### src/rtl/mem_bus_arbiter_pkg.sv
// Shared types for the IFU/LSU memory port arbiter.
// State encoding, response codes and the grant decision.
package mem_bus_arbiter_pkg;

    typedef enum logic [1:0] {
        S_IDLE = 2'd0,
        S_REQ  = 2'd1,
        S_RESP = 2'd2
    } state_t;

    localparam logic [1:0] RESP_OKAY   = 2'b00;
    localparam logic [1:0] RESP_SLVERR = 2'b10;
    localparam logic [1:0] RESP_DECERR = 2'b11;

    localparam logic OWN_IFU = 1'b0;
    localparam logic OWN_LSU = 1'b1;

    // Round-robin only matters on a tie; otherwise the sole requester wins.
    function automatic logic pick_winner(
        input logic rr_en,
        input logic ifu_v,
        input logic lsu_v,
        input logic last
    );
        if (rr_en && ifu_v && lsu_v) return ~last;
        return lsu_v;
    endfunction

endpackage

### src/rtl/mem_bus_arbiter.sv
// Two-master (IFU/LSU) to one-slave memory port arbiter.
// One outstanding transaction; grant held until the response is accepted.
module mem_bus_arbiter
    import mem_bus_arbiter_pkg::*;
#(
    parameter int ADDR_W = 32,
    parameter int DATA_W = 32,
    parameter bit RR_EN  = 1'b0
) (
    input  logic                clock,
    input  logic                reset,
    input  logic                ifu_req_valid_i,
    input  logic [ADDR_W-1:0]   ifu_addr_i,
    output logic                ifu_req_ready_o,
    output logic [DATA_W-1:0]   ifu_rdata_o,
    output logic [1:0]          ifu_rresp_o,
    output logic                ifu_rvalid_o,
    input  logic                ifu_rready_i,
    input  logic                lsu_req_valid_i,
    input  logic                lsu_we_i,
    input  logic [ADDR_W-1:0]   lsu_addr_i,
    input  logic [DATA_W-1:0]   lsu_wdata_i,
    input  logic [DATA_W/8-1:0] lsu_wstrb_i,
    output logic                lsu_req_ready_o,
    output logic [DATA_W-1:0]   lsu_rdata_o,
    output logic [1:0]          lsu_rresp_o,
    output logic                lsu_rvalid_o,
    input  logic                lsu_rready_i,
    output logic [1:0]          lsu_bresp_o,
    output logic                lsu_bvalid_o,
    input  logic                lsu_bready_i,
    output logic                mem_req_valid_o,
    input  logic                mem_req_ready_i,
    output logic                mem_we_o,
    output logic [ADDR_W-1:0]   mem_addr_o,
    output logic [DATA_W-1:0]   mem_wdata_o,
    output logic [DATA_W/8-1:0] mem_wstrb_o,
    input  logic [DATA_W-1:0]   mem_rdata_i,
    input  logic [1:0]          mem_rresp_i,
    input  logic                mem_rvalid_i,
    output logic                mem_rready_o,
    input  logic [1:0]          mem_bresp_i,
    input  logic                mem_bvalid_i,
    output logic                mem_bready_o
);

    state_t state, next_state;
    logic   owner, owner_we, last_grant;
    logic   any_req, winner, own_valid, own_rready;

    assign any_req    = ifu_req_valid_i | lsu_req_valid_i;
    assign winner     = pick_winner(RR_EN, ifu_req_valid_i,
                                    lsu_req_valid_i, last_grant);
    assign own_valid  = owner ? lsu_req_valid_i : ifu_req_valid_i;
    assign own_rready = owner ? lsu_rready_i : ifu_rready_i;

    always_ff @(posedge clock) begin
        if (reset) begin
            state      <= S_IDLE;
            owner      <= OWN_IFU;
            owner_we   <= 1'b0;
            last_grant <= OWN_IFU;
        end else begin
            state <= next_state;
            if (state == S_IDLE && any_req) begin
                owner      <= winner;
                last_grant <= winner;
            end
            if (state == S_REQ && own_valid && mem_req_ready_i)
                owner_we <= owner & lsu_we_i;
        end
    end

    always_comb begin
        next_state = state;
        unique case (state)
            S_IDLE: if (any_req) next_state = S_REQ;
            S_REQ: begin
                if (!own_valid)           next_state = S_IDLE;
                else if (mem_req_ready_i) next_state = S_RESP;
            end
            S_RESP: begin
                if (owner_we) begin
                    if (mem_bvalid_i && lsu_bready_i) next_state = S_IDLE;
                end else if (mem_rvalid_i && own_rready) begin
                    next_state = S_IDLE;
                end
            end
            default: next_state = S_IDLE;
        endcase
    end

    logic in_req, rd_phase, wr_phase;

    // Gating with reset keeps every handshake quiet during the reset cycle.
    always_comb begin
        in_req   = (state == S_REQ) && !reset;
        rd_phase = (state == S_RESP) && !reset && !owner_we;
        wr_phase = (state == S_RESP) && !reset && owner_we;

        mem_req_valid_o = in_req & own_valid;
        mem_we_o        = owner & lsu_we_i;
        mem_addr_o      = owner ? lsu_addr_i : ifu_addr_i;
        mem_wdata_o     = lsu_wdata_i;
        mem_wstrb_o     = owner ? lsu_wstrb_i : '0;
        ifu_req_ready_o = in_req & ~owner & mem_req_ready_i;
        lsu_req_ready_o = in_req & owner & mem_req_ready_i;

        ifu_rvalid_o = rd_phase & ~owner & mem_rvalid_i;
        lsu_rvalid_o = rd_phase & owner & mem_rvalid_i;
        mem_rready_o = rd_phase & own_rready;
        ifu_rdata_o  = mem_rdata_i;
        lsu_rdata_o  = mem_rdata_i;
        ifu_rresp_o  = mem_rresp_i;
        lsu_rresp_o  = mem_rresp_i;

        lsu_bvalid_o = wr_phase & mem_bvalid_i;
        lsu_bresp_o  = mem_bresp_i;
        mem_bready_o = wr_phase & lsu_bready_i;
    end

endmodule
### config.mk
export PLATFORM = sky130hd
export DESIGN_NAME = mem_bus_arbiter
export DESIGN_NICKNAME = d
export VERILOG_FILES = /design/src/rtl/mem_bus_arbiter_pkg.sv /design/src/rtl/mem_bus_arbiter.sv
export SDC_FILE = /design/constraint.sdc
export NUM_CORES = 1
export LEC_CHECK = 0
export CAP_MARGIN = 25
export CORE_AREA = 2 2 114 116
export CTS_BUF_LIST = sky130_fd_sc_hd__clkbuf_8 sky130_fd_sc_hd__clkbuf_16
export DETAILED_ROUTE_END_ITERATION = 10
export DIE_AREA = 0 0 116 118
export HOLD_SLACK_MARGIN = 0.1
export PLACE_DENSITY = 0.62
export SLEW_MARGIN = 10
export SYNTH_ARGS = -nofsm -noshare
export SYNTH_HDL_FRONTEND = slang
export SYNTH_SLANG_ARGS = --single-unit
### constraint.sdc
create_clock -name clock -period 1.4 [get_ports clock]
set_clock_uncertainty 0.05 [all_clocks]
set_input_delay 0.14 -clock clock [delete_from_list [all_inputs] [get_ports clock]]
set_output_delay 0.14 -clock clock [all_outputs]
set_load 0.03 [all_outputs]
==> Word level (Yosys, flattened, before mapping) <==
Index checks and enable logic that the tools add are counted.
{ "op_classes": {"n_bitwise": 15, "muxes": 11, "eq_ne": 6, "n_reduce_logical": 13} }
{ "op_table": {"columns": ["operator", "count"], "rows": [
  ["2-to-1 mux 32 bit", 1],
  ["bitwise AND 1 bit", 13],
  ["2-to-1 mux 2 bit", 6],
  ["logical AND 1 bit", 9],
  ["!= test 3 bit, second input constant", 3],
  ["one-hot mux 2 bit (3 select lines)", 1],
  ["2-to-1 mux 4 bit", 1],
  ["AND reduction 4 bit", 1],
  ["== test 2 x 1 -> 1 bit, second input constant", 1],
  ["== test 2 bit, second input constant", 1],
  ["zero test 1 bit", 2],
  ["zero test 2 bit", 1],
  ["2-to-1 mux 1 bit", 2],
  ["!= test 2 bit, second input constant", 1],
  ["NOT 1 bit", 1],
  ["OR 1 bit", 1]
]} }
{ "word_totals": {"ff_bits": 4, "word_cells": 48, "inputBits": 147, "output_inout_bits": 147} }

==> Longest topological paths before layout <==
{ "logic_depth": {"ltp_word": 5, "depth_mapped": 5, "ltp_nobuf": 3} }

==> Least setup slack after synthesis <==
No wires, ideal clock.
{ "synth_path": {"path_kind": "reg-to-output", "startpoint": "register owner", "endpoint": "output lsu_rvalid_o", "setup_slack_ns": -0.571, "stages_incl_launch_ff": 5, "arrival_time_ns": 1.781, "required_time_ns": 1.210, "n_path_buf": 2, "path_cell_list": "dfxtp_1 -> buf_4 -> buf_2 -> inv_1 -> nor4b_1"} }
{ "synth_via": {"elab_chain_cells": 2} }
{ "synth_lines": {"columns": ["item", "line_no", "source"], "rows": [
  ["from (decl)", "mem_bus_arbiter.sv:48", "logic owner, owner_we, last_grant;"],
  ["from (signal assigned)", "mem_bus_arbiter.sv:66", "owner <= winner;"],
  ["bitwise AND 1 bit (2 in series)", "mem_bus_arbiter.sv:110", "lsu_rvalid_o = rd_phase & owner & mem_rvalid_i;"],
  ["to (decl)", "mem_bus_arbiter.sv:27", "output logic lsu_rvalid_o,"]
]} }
No other way between the ends.

==> Worst setup path in the final report <==
{ "layout_path": {"startpoint": "register owner", "endpoint": "output mem_rready_o"} }
{ "layout_via": {"elab_chain_cells": 2} }
{ "layout_lines": {"columns": ["item", "line_no", "source"], "rows": [
  ["2-to-1 mux 1 bit", "mem_bus_arbiter.sv:55", "assign own_rready = owner ? lsu_rready_i : ifu_rready_i;"],
  ["bitwise AND 1 bit", "mem_bus_arbiter.sv:111", "mem_rready_o = rd_phase & own_rready;"],
  ["to (decl)", "mem_bus_arbiter.sv:41", "output logic mem_rready_o,"]
]} }
No other way between the ends.

==> impl_metrics.json <==
{
  "die_w_um": 116,
  "final-max-slew-violation-count": 0,
  "peakVddDrop_v": 0.000239,
  "final_layout_size_suffix_gt1_share_pct": 58.1,
  "num-fill-cells": 1372,
  "tns_ps": -5870,
  "synth_simple_gate_area_share_pct": 9.45,
  "cp_common_cell": "buf_6",
  "cts_tree": "built",
  "r2r_end": "owner_we",
  "fp.coreArea_um2": 12400,
  "ios": 294,
  "hp-start": "lsu_wdata_i[13]",
  "nets": 376,
  "synthCells": 180,
  "routed_via_density": 3.41,
  "reg2reg_slack_ps": -70,
  "worst-path-max-fanout": 4,
  "endpoint": "mem_rready_o",
  "critPathArrivalTime_ps": 1460,
  "synth-xor-area-share_pct": 0,
  "drt-initial-drc-count": 15,
  "fmax_mhz": 605,
  "fin_area_um2": 2660,
  "hold_violations": 0,
  "hpwl_mm": 5.13,
  "violations": "negative setup slack",
  "diodes": 0,
  "area_delta_synth_final_pct": 82.7,
  "synthAdderAreaFrac_pct": 0,
  "cts_hold_buffers": 0,
  "antenna_found_initial": 0,
  "synth_cell_types": 22,
  "cts.path.max_buffers": 2,
  "relSlewSlack_pct": 78.2,
  "final_cell_count_no_fill": 399,
  "synth_top_family_by_area": "buffers and inverters",
  "ctsRootBufferMaster": "clkbuf_16",
  "first_pass_iters": 4,
  "critPathKind": "flop to output pin",
  "overflow": 0,
  "synth_compound_area_share_pct": 3.69,
  "dp_slack_ps": -284,
  "timing.rr.start": "owner",
  "cts_inserted_buffers": 3,
  "ctsHtreeMaxLevel": 1,
  "grt_pass1_wl_mm": 7.49,
  "p_total_mw": 1.60,
  "synth-async-reset-ratio_pct": 0,
  "synth_area_um2": 1460,
  "synth_edf_count": 0,
  "rsz0062_at_grt": "yes",
  "p_leak_nw": 1.05,
  "ys.warnings.count": 0,
  "p_per_area_nw_per_um2": 602,
  "outcome": "finished with violations",
  "die_area_um2": 13700,
  "synthFlopType": "dfxtp_1",
  "crit_path_max_incr_delay_ps": 340,
  "regArea_um2": 87.6,
  "synth_mux_area_share_pct": 26.1,
  "wl_mm": 6.17,
  "drv_cap": 0,
  "ys_ff_latch": 4,
  "worstPathRequired_ps": 1210,
  "multi_input_area_um2": 756,
  "min_period_over_period_pct": 118,
  "clkSinkCount": 4,
  "cp-start-kind": "flop",
  "dieHeight_um": 118,
  "antenna_left": 0,
  "initial_utilization_pct": 11.7,
  "vias": 1359,
  "syn_avg_cell_area_um2": 8.09,
  "grt_max_degree": 21,
  "portBuffers": 123,
  "wl_per_cell_um": 15.5,
  "cpMaxStageDelayCell": "dfxtp_4",
  "seq_area_frac_synth_pct": 5.50,
  "clk_pin_slew_worst_paths_ps": 30,
  "row_count": 41,
  "drc": 0,
  "place_area_um2": 2270,
  "synth_nets": 327,
  "fin_ws_ps": -253,
  "critPathCaptureType": "output pin",
  "min_path_type": "input pin to output pin",
  "crit_start": "owner",
  "post-route-min-period_ps": 1650,
  "setup_viol": 40,
  "reg2reg_depth": 5,
  "place_congestion": 0.694,
  "clock_latency_ps": 220,
  "tightest_slew_ps": 323,
  "grt_pass1_vias": 1431,
  "grt_usage_pct": 7.54,
  "dp.cells": 385,
  "path_cells": "buf_12, buf_6, mux2i_4, buf_6, nor3b_4, buf_6"
}
-- synth_stat cells (2+ instances only) --
master,instances,share of area (%)
nor2_1,4,1.0
a21oi_1,2,0.69
inv_1,3,0.77
o21ai_0,4,1.4
mux2i_1,2,1.4
buf_4,103,53
nor3b_1,2,1.0
and3_1,2,0.86
nor4b_1,2,1.2
nand3_1,2,0.69
dfxtp_1,4,5.5
mux2_2,32,25
and2_1,5,2.1
buf_2,4,1.4
nand2_1,2,0.52
-- registers in the layout, summed over array words and instances, names as in the netlist --
register  cells
owner         1
owner_we      1
state         2
-- through the flow --
step / hold WS, ps / utilization, %
3_3_place_gp: 230 / 18.3
3_5_place_dp: 230 / 18.3
5_1_grt: 230 / 21.4
4_1_cts: 230 / 18.7
2_1_floorplan: 159 / -
6_report: 230 / 21.4
-- power breakdown --
group / leakage [nW] / internal (mW) / switching [mW]
Combinational: 0.978 / 0.581 / 0.443
Clock: 0.0370 / 0.365 / 0.0834
Sequential: 0.0342 / 0.121 / 0.00834
-- how the worst min path moves through the flow --
stage	end	slack, ps	depth (start not counted)
global placement	mem_wdata_o[10]	230	0
finish	mem_wdata_o[13]	230	0
CTS	mem_wdata_o[10]	230	0
global route	mem_wdata_o[13]	230	0
floorplan	owner	160	1
detailed placement	mem_wdata_o[10]	230	0
-- placed cells by master (no fill, tap or decap) --
| cell type | Yosys | final |
|---|---|---|
| clkdlybuf4s50_1 | 0 | 77 |
| buf_6 | 0 | 26 |
| buf_4 | 103 | 22 |
| mux2_2 | 32 | 21 |
| buf_2 | 4 | 15 |
| mux2_4 | 0 | 11 |
| buf_12 | 0 | 6 |
| and2_4 | 0 | 5 |
| clkbuf_16 | 0 | 5 |
| o21ai_0 | 4 | 3 |
| inv_1 | 3 | 2 |
| mux2i_4 | 0 | 2 |
| nor2_1 | 4 | 2 |
| nor3b_4 | 0 | 2 |
| nor4b_4 | 0 | 2 |
| and3_4 | 0 | 2 |
| nand2_1 | 2 | 2 |
| dfxtp_4 | 0 | 2 |
| dfxtp_1 | 4 | 2 |
| buf_8 | 0 | 2 |
| nor4_2 | 0 | 1 |
| nor2_2 | 0 | 1 |
| nand3_2 | 0 | 1 |
| clkinvlp_4 | 0 | 1 |
| nor2_4 | 0 | 1 |
| nand3b_1 | 1 | 1 |
| or3b_4 | 0 | 1 |
| o21ai_2 | 0 | 1 |
| a21oi_4 | 0 | 1 |
| nor2b_1 | 1 | 1 |
| a21boi_0 | 1 | 1 |
| nand3_1 | 2 | 1 |
| o311ai_0 | 1 | 1 |
| a21o_1 | 1 | 1 |
| a21oi_2 | 0 | 1 |
| dlygate4sd2_1 | 0 | 1 |
-- per-layer routing --
| metal | vias up | routed length, um | track usage [%] |
|---|---|---|---|
| met5 | - | 0 | 0 |
| met4 | 0 | 242 | 3.65 |
| met3 | 32 | 1060 | 3.71 |
| met2 | 144 | 3730 | 17.7 |
| met1 | 595 | 1140 | 3.42 |
| li1 | 588 | - | - |
-- final cells by class --
type,instances,share of cell area (%)
Timing Repair Buffer,151,56.8
Multi-Input combinational cell,66,28.4
Tap cell,172,8.09
Sequential cell,4,3.29
Clock buffer,3,2.82
Inverter,3,0.564
-- cell families (layout without fill, tap and decap cells) --
family	count (synthesis)	count (layout)
buf+inv	110	157
compound gates	9	9
flops	4	4
simple gates	23	23
mux	34	34
-- worst max-delay path: cells and delay by family, from the launching register on --
family | cells | cell delay [ps]
buffers and inverters | 4 | 520
DFF | 1 | 340
muxes | 1 | 170
and+or+nand+nor | 1 | 200
-- repair_timing --
| item | 4_1_cts | 5_1_grt |
|---|---|---|
| pin swaps | 3 | 8 |
| setup buffers | 4 | 5 |
| setup endpoints to repair | 42 | 44 |
| gates cloned | 0 | 2 |
| resized for setup | 140 | 75 |
No activity file was read; power rests on OpenSTA's default activity.
